<file path="src/rtl/tx_ctrl_pkg.sv">
// tx_ctrl_pkg: shared widths, FSM state encoding and helpers for the UART transmit sequencer.
// Contents: BYTE_W/WORD_W widths, tx_state_t state enum, is_wait() wait-state classifier.
package tx_ctrl_pkg;
   localparam int BYTE_W = 8;
   localparam int WORD_W = 16;
   typedef enum logic [3:0] {
      S_IDLE, S_SEND_0, S_ACK_0, S_DONE_0, S_DELAY, S_SEND_1, S_ACK_1, S_DONE_1, S_FINISH
   } tx_state_t;
   // States that block on the UART busy handshake (watchdog-supervised when enabled)
   function automatic logic is_wait(input tx_state_t s);
      return s inside {S_ACK_0, S_DONE_0, S_ACK_1, S_DONE_1};
   endfunction
endpackage

</file>
<file path="src/rtl/inter_byte_timer.sv">
// inter_byte_timer: loadable down-counter that stops at zero and flags it.
// Ports: clock, reset (sync, active-high); i_load/i_load_val reload the count;
//        i_en decrements while non-zero; o_zero is high when the count is zero.
module inter_byte_timer #(
   parameter int W = 4
) (
   input  logic         clock,
   input  logic         reset,
   input  logic         i_load,
   input  logic [W-1:0] i_load_val,
   input  logic         i_en,
   output logic         o_zero
);
   logic [W-1:0] r_count;
   always_ff @(posedge clock) begin
      if (reset)
         r_count <= '0;
      else if (i_load)
         r_count <= i_load_val;
      else if (i_en && r_count != '0)
         r_count <= r_count - 1'b1;
   end
   assign o_zero = r_count == '0;
endmodule

</file>
<file path="src/rtl/tx_control.sv">
// tx_control: sends one 16-bit word to a byte-wide UART TX driver as one byte
// (low) or two bytes (high first, then low), with an inter-byte idle gap.
// Ports: clock, reset (sync, active-high); i_tx_data/i_send16 captured when
//        i_tx_start is accepted in IDLE; i_uart_busy from the UART driver;
//        o_uart_data/o_uart_start drive the UART; o_busy spans the transfer;
//        o_done pulses on completion; o_timeout_err pulses on watchdog abort.
// Build option: define TX_CTRL_TIMEOUT_EN to enable the wait-state watchdog;
//        otherwise o_timeout_err is tied low and waits are unbounded.
module tx_control
   import tx_ctrl_pkg::*;
#(
   parameter int INTER_DELAY_CYCLES = 16,
   parameter int TIMEOUT_CYCLES     = 100000
) (
   input  logic              clock,
   input  logic              reset,
   input  logic [WORD_W-1:0] i_tx_data,
   input  logic              i_tx_start,
   input  logic              i_send16,
   input  logic              i_uart_busy,
   output logic [BYTE_W-1:0] o_uart_data,
   output logic              o_uart_start,
   output logic              o_busy,
   output logic              o_done,
   output logic              o_timeout_err
);
   localparam int DLY_W = INTER_DELAY_CYCLES > 0 ? $clog2(INTER_DELAY_CYCLES + 1) : 1;
   // Loaded with N-1 so DELAY occupies exactly N clocks before SEND_1
   localparam logic [DLY_W-1:0] DLY_LOAD = DLY_W'(INTER_DELAY_CYCLES > 0 ? INTER_DELAY_CYCLES - 1 : 0);

   if (INTER_DELAY_CYCLES < 0 || TIMEOUT_CYCLES < 1) begin : g_bad_param
      $error("tx_control: INTER_DELAY_CYCLES must be >= 0 and TIMEOUT_CYCLES >= 1");
   end

   tx_state_t         r_state, w_next;
   logic [WORD_W-1:0] r_word, w_word;
   logic              r_send16, w_send16;
   logic [BYTE_W-1:0] r_uart_data, w_uart_data;
   logic              r_uart_start, w_uart_start;
   logic              r_busy, w_busy;
   logic              r_done, w_done;
   logic              w_dly_load, w_dly_zero;

   inter_byte_timer #(.W(DLY_W)) u_delay (
      .clock      (clock),
      .reset      (reset),
      .i_load     (w_dly_load),
      .i_load_val (DLY_LOAD),
      .i_en       (r_state == S_DELAY),
      .o_zero     (w_dly_zero)
   );

`ifdef TX_CTRL_TIMEOUT_EN
   localparam int TO_W = $clog2(TIMEOUT_CYCLES + 1);
   logic r_timeout_err, w_timeout_err, w_wd_load, w_wd_zero;
   inter_byte_timer #(.W(TO_W)) u_watchdog (
      .clock      (clock),
      .reset      (reset),
      .i_load     (w_wd_load),
      .i_load_val (TO_W'(TIMEOUT_CYCLES - 1)),
      .i_en       (is_wait(r_state)),
      .o_zero     (w_wd_zero)
   );
`endif

   always_comb begin
      w_next       = r_state;
      w_word       = r_word;
      w_send16     = r_send16;
      w_uart_data  = r_uart_data;
      w_uart_start = 1'b0;
      w_busy       = r_busy;
      w_done       = 1'b0;
      case (r_state)
         S_IDLE: if (i_tx_start) begin
            w_word   = i_tx_data;
            w_send16 = i_send16;
            w_busy   = 1'b1;
            w_next   = S_SEND_0;
         end
         S_SEND_0: begin
            w_uart_data  = r_send16 ? r_word[15:8] : r_word[7:0];
            w_uart_start = 1'b1;
            w_next       = S_ACK_0;
         end
         S_ACK_0:  w_next = i_uart_busy ? S_DONE_0 : S_ACK_0;
         S_DONE_0: if (!i_uart_busy)
            w_next = !r_send16 ? S_FINISH : INTER_DELAY_CYCLES != 0 ? S_DELAY : S_SEND_1;
         S_DELAY:  w_next = w_dly_zero ? S_SEND_1 : S_DELAY;
         S_SEND_1: begin
            w_uart_data  = r_word[7:0];
            w_uart_start = 1'b1;
            w_next       = S_ACK_1;
         end
         S_ACK_1:  w_next = i_uart_busy ? S_DONE_1 : S_ACK_1;
         S_DONE_1: w_next = i_uart_busy ? S_DONE_1 : S_FINISH;
         S_FINISH: begin
            w_done = 1'b1;
            w_busy = 1'b0;
            w_next = S_IDLE;
         end
         default:  w_next = S_IDLE;
      endcase
`ifdef TX_CTRL_TIMEOUT_EN
      // A normal handshake step on the expiry clock wins over the abort
      w_timeout_err = 1'b0;
      if (is_wait(r_state) && w_wd_zero && w_next == r_state) begin
         w_timeout_err = 1'b1;
         w_busy        = 1'b0;
         w_next        = S_IDLE;
      end
      w_wd_load = is_wait(w_next) && w_next != r_state;
`endif
      w_dly_load = r_state == S_DONE_0 && w_next == S_DELAY;
   end

   always_ff @(posedge clock) begin
      if (reset) begin
         r_state      <= S_IDLE;
         r_word       <= '0;
         r_send16     <= 1'b0;
         r_uart_data  <= '0;
         r_uart_start <= 1'b0;
         r_busy       <= 1'b0;
         r_done       <= 1'b0;
      end else begin
         r_state      <= w_next;
         r_word       <= w_word;
         r_send16     <= w_send16;
         r_uart_data  <= w_uart_data;
         r_uart_start <= w_uart_start;
         r_busy       <= w_busy;
         r_done       <= w_done;
      end
   end

`ifdef TX_CTRL_TIMEOUT_EN
   always_ff @(posedge clock) begin
      if (reset)
         r_timeout_err <= 1'b0;
      else
         r_timeout_err <= w_timeout_err;
   end
   assign o_timeout_err = r_timeout_err;
`else
   assign o_timeout_err = 1'b0;
`endif

   assign o_uart_data  = r_uart_data;
   assign o_uart_start = r_uart_start;
   assign o_busy       = r_busy;
   assign o_done       = r_done;
endmodule
</file>
<file path="config.mk">
export PLATFORM = sky130hd
export DESIGN_NAME = tx_control
export DESIGN_NICKNAME = d
export VERILOG_FILES = /design/src/rtl/tx_ctrl_pkg.sv /design/src/rtl/inter_byte_timer.sv /design/src/rtl/tx_control.sv
export SDC_FILE = /design/constraint.sdc
export NUM_CORES = 1
export LEC_CHECK = 0
export CAP_MARGIN = 20
export CORE_MARGIN = 5
export CORE_UTILIZATION = 25
export CTS_BUF_LIST = sky130_fd_sc_hd__clkbuf_8 sky130_fd_sc_hd__clkbuf_16
export CTS_CLUSTER_DIAMETER = 40
export DETAILED_ROUTE_END_ITERATION = 8
export PLACE_DENSITY = 0.53
export SYNTH_ARGS = -nofsm -noshare
export SYNTH_HDL_FRONTEND = slang
export SYNTH_SLANG_ARGS = --single-unit
</file>
<file path="constraint.sdc">
create_clock -name clock -period 3.4 [get_ports clock]
set_clock_uncertainty 0.15 [all_clocks]
set_input_delay 0.68 -clock clock [delete_from_list [all_inputs] [get_ports clock]]
set_output_delay 0.68 -clock clock [all_outputs]
set_load 0.01 [all_outputs]
</file>
==> results of run 1 <==
==> registers in the layout, indices dropped and copies added (netlist names) <==
register,cells
u_delay.r_count,5
r_state,4
o_uart_data,8
r_send16,1
o_uart_start,1
r_word,16
o_done,1
o_busy,1
==> layout make-up <==
| cell class | instances | area [µm²] |
|---|---|---|
| flip-flops and latches | 37 | 741 |
| well taps | 77 | 96.3 |
| fillers | 651 | 4220 |
| repair buffers | 32 | 318 |
| inverters | 3 | 11.3 |
| clock buffers | 5 | 68.8 |
| clock inverters | 3 | 13.8 |
| multi-input cells | 122 | 768 |
==> stage by stage <==
step	std cells	total power, µW
after floorplan	172	584
after global placement	271	644
after detailed placement	271	646
after CTS	279	940
after global routing	279	980
final	279	920
==> layer usage <==
layer | GRT usage | part of all wire
met1 | 0.0957 | 0.43
met2 | 0.161 | 0.47
met3 | 0.0369 | 0.077
met4 | 0.0365 | 0.018
met5 | 0 | 0
==> kinds of logic (layout without fill, tap and decap cells) <==
| kind of cell | count (synthesis) | count (layout) | share of synthesized area |
|---|---|---|---|
| AOI/OAI and AO/OA | 34 | 34 | 0.162 |
| xor gates and xnor gates | 4 | 4 | 0.0222 |
| adders and majority gates | 2 | 2 | 0.0159 |
| buffers and inverters | 13 | 43 | 0.0436 |
| DFF | 37 | 37 | 0.469 |
| muxes | 10 | 10 | 0.0642 |
| other | 1 | 1 | 0.00238 |
| and+or+nand+nor | 71 | 71 | 0.220 |
==> where the power goes <==
part | internal, µW | leakage [µW] | switching [µW]
Sequential | 462 | 0.000303 | 18.3
Clock | 139 | 0.0000491 | 150
Combinational | 74.7 | 0.000385 | 76.3
Total | 676 | 0.000737 | 244
==> synth_stat cells, drive strengths merged, types with 2 or more instances <==
cell | number | area, µm²
nand2 | 39 | 149
dfxtp | 37 | 741
a21oi | 18 | 90.1
nor2 | 15 | 58.8
mux2i | 9 | 90.1
a211oi | 8 | 100
buf | 7 | 46.3
o21ai | 6 | 41.3
nand3 | 4 | 25.0
nor3 | 4 | 25.0
clkbuf | 3 | 11.3
inv | 3 | 11.3
nand2b | 3 | 26.3
xor2 | 3 | 26.3
a311oi | 2 | 23.8
ha | 2 | 25.0
==> how the worst min path moves through the flow <==
| stage | from | end | slack [ps] | depth (start not counted) |
|---|---|---|---|---|
| 3_5_place_dp | r_word[3] | r_word[3] | 300 | 2 |
| 6_report | r_word[8] | r_word[8] | 310 | 2 |
| 4_1_cts | r_word[3] | r_word[3] | 310 | 2 |
| 2_1_floorplan | r_word[10] | r_word[10] | 290 | 2 |
| 5_1_grt | r_word[15] | r_word[15] | 320 | 2 |
| 3_3_place_gp | r_word[12] | r_word[12] | 290 | 2 |
==> worst reg2reg max path: cells and delay by family (launching register included) <==
family / cells / cell delay, ps
simple gates: 3 / 1100
flops: 1 / 380
compound gates: 1 / 150
==> summary by stage, run 1 <==
Outcome
The run finished with clean final reports.

Min path
In this run the worst hold path is classified as reg2reg.

Timing
The hold violation count in the final report is 0. Setup repair after global routing left no endpoint under its margin. On the final layout, the worst hold slack is between 300 and 400 ps. The actual transition at the worst max-transition pin is around 810 ps. Setup violations remaining at the end of the flow were counted as 0. In the finished design, the share of the clock period the worst path needs comes to 0.597. Derived from the worst setup path, the maximum achievable clock frequency is a little under 500 MHz. The worst max-slew margin expressed relative to the limit is 0.459.

The clock period minus worst slack is 2030 ps. The setup total negative slack is 0 ps. The number of slew-limit violations in the final report is 0.

Setup slack on the critical path of the routed design comes to approximately 1400 ps.

Critical path
The logic depth of the worst setup path including buffers is 4. The slack of the worst reg-to-reg path is around 1600 ps. The worst register-to-register path begins at r_state[1]. The worst register-to-register path ends at r_word[13]. The count of buffering cells on the critical path with inverters included is 1. STA classifies the critical path endpoint as a flip-flop. Traced cell by cell, the critical path runs through clkdlybuf4s50_1 > and3_1 > nand2_1 > a21oi_1. The maximum fanout count along the critical path is 17. In this design, the largest share of critical-path delay is due to simple AND/OR/NAND/NOR gates. The critical setup path kind is in2reg. The capturing instance or port of the critical path is r_word[13].

The largest single stage delay on the critical path is a little under 600 ps. The slowest stage cell on the critical path is and3_1. Tracing the worst setup path back leads to its startpoint at i_tx_start.

The required time of the worst setup path is approximately 3500 ps. STA classifies the critical path startpoint as a primary input. The worst register-to-register path has a depth of 4. STA puts the critical path data arrival time at roughly 2100 ps.

Synth
The post-synthesis instance total is 172. For this run, asynchronously set or reset flops after synthesis account for 0. The number of register bits inferred by synthesis is 37. The combined area of all synthesized cells is between 0.0015 and 0.002 mm². The number of different library cells used by synthesis comes to 35. The warning count from the yosys run is 0. The number of flops mapped to enable cells by yosys is 0. A synthesized cell averages slightly above 9 µm². The predominant post-synthesis flop cell is dfxtp_1. The sequential share of the synthesized area is 0.469.

The number of nets handed over by synthesis was between 150 and 200.

Global routing
The first global-routing pass estimated 5.51 mm of wire. The via count of the first global-routing pass is 1279. The global route total overflow is 0. The overall track demand over capacity in global routing is 0.0911. The number of antenna violations at the first check in global routing was 0. The pin count of the biggest net entering global routing is 22.

Cells and area
The library cell used most frequently in the layout, excluding fill and tap cells, is nand2_1. The final net count is ~220. 0 antenna diodes ended up in the layout. In the final layout, the share of cells above drive strength 1 is 0.124.

With fillers left out, the area of the finished cells amounts to slightly above 0.002 mm². The relative area change from synthesis to final layout is 27.8%. The top cell types in the final layout, fill and taps aside, are 38 x nand2_1, 37 x dfxtp_1, 31 x clkdlybuf4s50_1, 18 x a21oi_1, 14 x nor2_1. The final core area utilization is 0.323.

CTS
At the later pin of the worst-skew pair, clock insertion delay measures between 200 and 300 ps. The clock tree buffer depth is 2. The TritonCTS sink count is 37.

Buffers inserted to repair hold after CTS numbered 0. The H-tree level count is 2. The number of gates given a new drive strength after cts is 0. Clock-pin slew was measured on the worst setup and hold paths at around 70 ps. TritonCTS built the clock tree. The CTS buffer count is 5. The master cell of the clock root buffer is clkbuf_8. After clock tree synthesis, the setup repair step added 0 buffers.

Pwr
The standby leakage power is about 0.00074 µW. The maximum vdd drop is between 0.00015 and 0.0002 V. For this design the ratio of total power to cell area is roughly 460 mW/mm².

Floorplan
The floorplan step defined a die boundary enclosing between 0.007 and 0.008 mm². The die span in y is 89.4 µm. The core region is around 0.0062 mm². The die width is 89.4 µm. During I/O placement, the number of pins put on the boundary was 33. The initial cell density of the core is 0.253. After floorplanning, the core was divided into 29 placement rows.

Flow run
Max-cap violations in this run came to 0.

Detailed routing
The detail route stage leaves a number of antenna-violating nets equal to 0. The first TritonRoute pass finished after 4 iterations. The routed layout has between 1000 and 1500 vias. The via-per-instance ratio is around 4.4. For this block, the initial DRC count from the detailed router was 38. The routed wire length per instance is between 10 and 15 µm. Wires add up to approximately 3.3 mm. After detailed routing, the number of remaining DRC violations is 0.

Placed design
Routability-driven placement finished with a final weighted congestion of 0.718. The number of buffer cells added on primary ports is 31. The worst setup slack before clock tree synthesis is 1030 ps. The cell area reported after detailed placement is about 0.0019 mm². The wire-length estimate of the detail-placed layout is roughly 2.4 mm.
(Power assumes the default switching activity.)
==> run 2: changes to the inputs <==
==> constraint.sdc (replaced) <==
create_clock -name clock -period 1.98 [get_ports clock]
set_clock_uncertainty 0.15 [all_clocks]
set_input_delay 0.396 -clock clock [delete_from_list [all_inputs] [get_ports clock]]
set_output_delay 0.396 -clock clock [all_outputs]
set_load 0.01 [all_outputs]
==> summary by stage, run 2 (synthesis results as in run 1) <==
Outcome
The run finished with clean final reports.

Pwr
The portion of total power attributed to sequential cells is 0.505 (-0.017). The switching power as a share of total power is 0.259 (-0.00666). The total net switching power is 423 µW (+73%).

The maximum vdd drop is 0.000326 V (+69%). The power density over the cells is 789 mW/mm² (+73%). The standby leakage power is 0.000754 µW (+2.4%). The internal power summed over all cells is 1210 µW (+79%). The fraction of power consumed by the clock network was 0.325 (+0.011). The combinational group share of total power was 0.170 (+0.006).

CTS
TritonCTS built the clock tree. The number of gates given a new drive strength after cts is 0 (unchanged). The CTS buffer count is 5 (unchanged).

The count of hold-fix buffers inserted at cts is 0 (unchanged). The number of setup buffers added after CTS is 0 (unchanged). The TritonCTS sink count is 37 (unchanged).

The master cell of the clock root buffer is clkbuf_8. The clock transition at the registers of the reported paths was 70 ps (about the same). The latest clock arrival within the worst-skew pair is 280 ps (about the same). The H-tree level count came to 2 (unchanged). The clock tree buffer depth is 2 (unchanged).

Global routing
The number of antenna violations at the first check in global routing was 0 (unchanged). The overall track demand over capacity in global routing came to 0.0886 (-0.00257). The pin count of the biggest net entering global routing came to 30 (+36%). The global route total overflow was 0 (unchanged).

The via count of the first global-routing pass is 1195 (-6.6%). The first-pass GRT wire length is 5.45 mm (-1.1%).

Cells and area
The final net count is 227 (+1.3%). The fraction of layout instances using a drive strength above 1 is 0.137 (+0.0135). The filler cell count is 638 (-2.0%).

The register with the most flip-flops in the final layout is r_word. Relative to the synthesized area, the layout overhead comes to 31.3%. Leaving out fill and tap cells, the most frequent cells in the layout are 38 x nand2_1, 37 x dfxtp_1, 31 x clkdlybuf4s50_1, 18 x a21oi_1, 14 x nor2_1. The antenna diode count came to 0 (unchanged). The area of the multi-input gates is 768 µm² (unchanged). The flip-flop count of the largest register after layout is 16 (unchanged). The total area of sequential cells is 741 µm² (unchanged). The most common cell after layout, fill and taps aside is nand2_1.

Detailed routing
The routed wire length per instance is 11.8 µm (+0.86%). The post-detailed-route DRC marker count came to 0 (unchanged). The first-pass detailed-route iteration total is 4 (unchanged). The detailed-routed wire length on met3 is 221 µm (-12%). The number of vias in the routed layout was 1215 (-1.9%).

The number of DRC markers after the initial detailed-route iteration was 67 (+76%). The via-per-instance ratio came to 4.32 (-2.6%). The total wirelength of the detailed-routed design was 3.33 mm (+1.6%). After detailed routing, no signal wire sits above met4. The met1 layer wirelength in the final routing is 1.49 mm (+5.7%). The count of antenna-violating nets left after detailed routing was 0 (unchanged).

The met2 routed wirelength is 1.56 mm (+0.19%).

Critical path
The required time of the worst setup path is 2050 ps (-1400 ps). The worst setup path is captured at a flip-flop. The maximum fanout count along the critical path is 5 (-12).

The arrival time reported for the critical path endpoint is 1880 ps (-210 ps). The worst setup path is of the reg2reg kind. The worst setup path is launched from a flip-flop. The path depth of the worst reg2reg path came to 6 (+2).

Floorplan
The die width is 89.4 µm (unchanged). The number of placed I/O pins came to 33 (unchanged). The initial cell density of the core came to 0.253 (unchanged). The die span in y was 89.4 µm (unchanged). The floorplan die area is 0.00800 mm² (unchanged).

The number of rows in the core area is 29 (unchanged). The core box area is 0.00624 mm² (unchanged).

Timing
The hold violation count in the final report was 0 (unchanged). The final worst-path cycle share is 0.910. The number of slew-limit violations in the final report is 0 (unchanged). The clock period minus worst slack is 1800 ps. The setup-violating endpoint count in the final report is 0 (unchanged). Setup repair after global routing left no endpoint under its margin. The setup total negative slack is 0 ps (unchanged). Static timing analysis puts the maximum clock frequency at between 500 and 600 MHz.

The worst setup slack after layout was 177 ps (-1190 ps).

Min path
The kind of path behind the tightest hold check is reg2reg. The number of instances on the worst hold path was 2 (unchanged).

Placed design
The worst setup slack before clock tree synthesis is 162 ps (-867 ps). The number of buffer cells added on primary ports is 31 (unchanged). The HPWL reported at the end of detailed placement came to 2.37 mm (about the same). The final weighted congestion in routability-driven placement came to 0.676 (-5.9%).

Flow run
The count of maximum capacitance violations is 0 (unchanged).
==> run 2: worst max-delay path, stage by stage, from the launching register on <==
cell     delay [ps]
dfxtp_1         320
inv_1           100
ha_1            150
or4b_4          490
nand2_2         100
mux2_1          320
o21ai_1         110
==> run 2: cell type report <==
class | instances | share of cell area
inverter | 3 | 0.00543
tap | 77 | 0.0465
multi-input combinational | 122 | 0.371
timing repair buffer | 35 | 0.176
clock buffer | 6 | 0.0399
sequential | 37 | 0.357
clock inverter | 1 | 0.00362
==> run 2: path summary, 6_finish.rpt <==
kind                       from                  to  slack (ps)
max          u_delay.r_count[0]  u_delay.r_count[1]         180
min                   r_word[7]           r_word[7]         310
max reg2reg  u_delay.r_count[0]  u_delay.r_count[1]         180
min reg2reg           r_word[7]           r_word[7]         310
==> run 2: stage by stage <==
stage	cell area, µm²	hold slack [ps]	utilization	instances	total power (µW)
floorplan	1580	286	-	172	1000
global placement	1980	292	0.318	274	1120
detailed placement	1980	299	0.318	274	1130
CTS	2070	309	0.332	281	1660
global route	2070	323	0.332	281	1730
finish	2070	306	0.332	281	1640
==> run 2: layer usage <==
| layer | vias up | track usage |
|---|---|---|
| met4 | 0 | 0.0406 |
| met2 | 23 | 0.149 |
| met1 | 547 | 0.102 |
| li1 | 640 | - |
| met5 | - | 0 |
| met3 | 5 | 0.0286 |
==> run 2: power by group through the flow <==
stage / logic [µW] / registers (µW) / clock network [µW]
after global routing: 305 / 834 / 588
after CTS: 283 / 827 / 555
after floorplan: 156 / 847 / 0
final: 278 / 826 / 531
after detailed placement: 283 / 844 / 0
after global placement: 281 / 843 / 0
==> run 3: changes to the inputs <==
--- a/config.mk
+++ b/config.mk
@@ -7,11 +7,11 @@
 export LEC_CHECK = 0
 export CAP_MARGIN = 20
 export CORE_MARGIN = 5
-export CORE_UTILIZATION = 25
+export CORE_UTILIZATION = 50
 export CTS_BUF_LIST = sky130_fd_sc_hd__clkbuf_8 sky130_fd_sc_hd__clkbuf_16
 export CTS_CLUSTER_DIAMETER = 40
 export DETAILED_ROUTE_END_ITERATION = 8
-export PLACE_DENSITY = 0.53
+export PLACE_DENSITY = 0.86
 export SYNTH_ARGS = -nofsm -noshare
 export SYNTH_HDL_FRONTEND = slang
 export SYNTH_SLANG_ARGS = --single-unit
==> summary by stage, run 3 (synthesis results as in run 1) <==
Detailed routing
The first-pass detailed-route iteration total is 5 (+1). The highest layer used for signal routing is met4. The met2 routed wirelength is 1.59 mm (+1.9%). The detailed-routed wire length on met3 is 183 µm (-17%).

The count of antenna-violating nets left after detailed routing was 0 (unchanged). The number of vias in the routed layout was 1256 (+3.4%). The routed wire length per instance is 13.5 µm (+14%). The via-per-instance ratio is 5.04 (+17%). The total wirelength of the detailed-routed design was 3.36 mm (+0.99%). The met1 layer wirelength in the final routing is 1.51 mm (+1.4%). The number of DRC markers after the initial detailed-route iteration was 28 (-58%). The post-detailed-route DRC marker count came to 0 (unchanged).

Placed design
The worst setup slack before clock tree synthesis was 172 ps (+10.2 ps). The final weighted congestion in routability-driven placement is 0.852 (+26%). The number of cells in the design after placement is 241 (-12%).

The number of buffer cells added on primary ports is 31 (unchanged). The HPWL reported at the end of detailed placement is 2.45 mm (+3.3%).

Cells and area
The flip-flop count of the largest register after layout came to 16 (unchanged). The final core area utilization is 0.660 (+0.328). Ranked by flip-flop count, first place goes to r_word. The filler cell count was 266 (-58%). The final net count is 227 (unchanged). The post-layout instance count excluding filler cells came to 249 (-11%). In the layout the commonest cells are 38 x nand2_1, 37 x dfxtp_1, 31 x clkdlybuf4s50_1, 18 x a21oi_1, 14 x nor2_1. The fraction of layout instances using a drive strength above 1 is 0.137 (-0.000670). The most common cell after layout, fill and taps aside is nand2_1. The antenna diode count was 0 (unchanged).

The relative area change from synthesis to final layout is 26.6%.

Global routing
The pin count of the biggest net entering global routing came to 29 (-3.3%). The first-pass GRT wire length was 5.66 mm (+3.8%). The global route total overflow is 0 (unchanged). The via count of the first global-routing pass is 1259 (+5.4%). The overall track demand over capacity in global routing is 0.175 (+0.0865). The number of antenna violations at the first check in global routing is 0 (unchanged).

Critical path
The logic depth of the worst setup path including buffers is 6 (unchanged). STA classifies the critical path startpoint as a flip-flop. The maximum fanout count along the critical path is 5 (unchanged). The most critical setup path has its startpoint at u_delay.r_count[0]. The startpoint identified for the worst register-to-register timing path is u_delay.r_count[0].

The critical path goes through inv_1 > ha_1 > or4b_4 > nand2_2 > mux2_1 > o21ai_1. The capturing instance or port of the critical path is u_delay.r_count[1]. The critical setup path kind is reg2reg. The reg-to-reg critical path endpoint is u_delay.r_count[1]. The cell family contributing the most delay on the critical path is simple AND/OR/NAND/NOR gates. The worst setup path is captured at a flip-flop.

The required time of the worst setup path is 2060 ps (about the same). The count of buffering cells on the critical path with inverters included came to 1 (unchanged). The critical path's largest stage delay is 490 ps (about the same). The slack of the worst reg-to-reg path is 150 ps (-20 ps).

The arrival time reported for the critical path endpoint is 1910 ps (+30 ps). The slowest stage cell on the critical path is or4b_4. The path depth of the worst reg2reg path is 6 (unchanged).

Min path
The path class of the tightest hold or removal check is reg2reg.

Floorplan
The number of rows in the core area is 20 (-31%). The core box area is 0.00303 mm² (-51%). The number of placed I/O pins came to 33 (unchanged). The die span in y was 66.2 µm (-26%). The die width is 66.2 µm (-26%). The initial cell density of the core is 0.521 (+0.268). The floorplan die area came to 0.00438 mm² (-45%).

Timing
The setup total negative slack is 0 ps (unchanged). The setup-violating endpoint count in the final report is 0 (unchanged). The number of slew-limit violations in the final report is 0 (unchanged). Setup repair after global routing left no endpoint under its margin. The clock period minus worst slack is 1830 ps (+23.5 ps).

The final worst-path cycle share is 0.922 (+0.0119). The worst setup slack after layout is 154 ps (-23.5 ps). The hold violation count in the final report is 0 (unchanged). The peak clock frequency supported by timing came to 548 MHz (-1.3%).

Outcome
The run finished with clean final reports.

Flow run
The count of maximum capacitance violations came to 0 (unchanged).

CTS
The TritonCTS sink count is 37 (unchanged). The clock tree buffer depth is 2 (unchanged). The number of setup buffers added after CTS was 0 (unchanged). The H-tree level count was 2 (unchanged).

The latest clock arrival within the worst-skew pair is 300 ps (+20 ps). The clock transition at the registers of the reported paths is 70 ps (about the same). TritonCTS built the clock tree. The count of hold-fix buffers inserted at cts was 0 (unchanged).

The number of gates given a new drive strength after cts was 0 (unchanged). The CTS buffer count is 5 (unchanged). The master cell of the clock root buffer is clkbuf_8.

Pwr
The maximum vdd drop is 0.000548 V (+68%). The power density over the cells came to 802 mW/mm² (+1.6%). The standby leakage power was 0.000752 µW (-0.36%).
run 3: cell count changes in the layout (fill, tap and decap cells not counted), sizes merged:
cell	delta
clkinv	+2
clkbuf	-1
clkinvlp	-1
inv	+1
run 3: worst min-delay path by stage:
| stage | start | slack [ps] | endpoint | cells past startpoint |
|---|---|---|---|---|
| after global routing | r_word[14] | 330 | r_word[14] | 2 |
| after global placement | r_word[0] | 290 | r_word[0] | 2 |
| final | r_word[14] | 310 | r_word[14] | 2 |
| after floorplan | r_word[10] | 290 | r_word[10] | 2 |
| after CTS | r_word[11] | 310 | r_word[11] | 2 |
| after detailed placement | r_word[11] | 300 | r_word[11] | 2 |
run 3: stage by stage:
step / power (µW) / area [µm²] / hold slack, ps
after floorplan: 1000 / 1580 / 286
after global placement: 1100 / 1920 / 291
after detailed placement: 1110 / 1920 / 299
after CTS: 1610 / 2000 / 308
after global routing: 1680 / 2000 / 330
final: 1600 / 2000 / 309
run 3: layer usage:
layer  GRT usage  vias to the layer above
met5           0                        -
met4      0.0914                        0
met3      0.0663                        5
met2       0.261                       30
met1       0.217                      579
li1            -                      642
run 3: worst register-to-register path, stage by stage, from the launching register on:
cell and delay (ps):
dfxtp_1 320, inv_1 120, ha_1 150, or4b_4 490, nand2_2 100, mux2_1 320
o21ai_1 110
run 3: final cells by class:
class	count	area (µm²)	area share
well taps	44	55.1	0.0276
flip-flops and latches	37	741	0.371
clock inverters	3	13.8	0.00689
inverters	3	11.3	0.00564
repair buffers	35	340	0.170
multi-input cells	122	768	0.384
clock buffers	5	68.8	0.0344
run 3: power by group:
group	internal [µW]	total (µW)	switching, µW
registers	794	827	33.3
clock network	239	507	269
logic	135	268	133
total	1170	1600	435
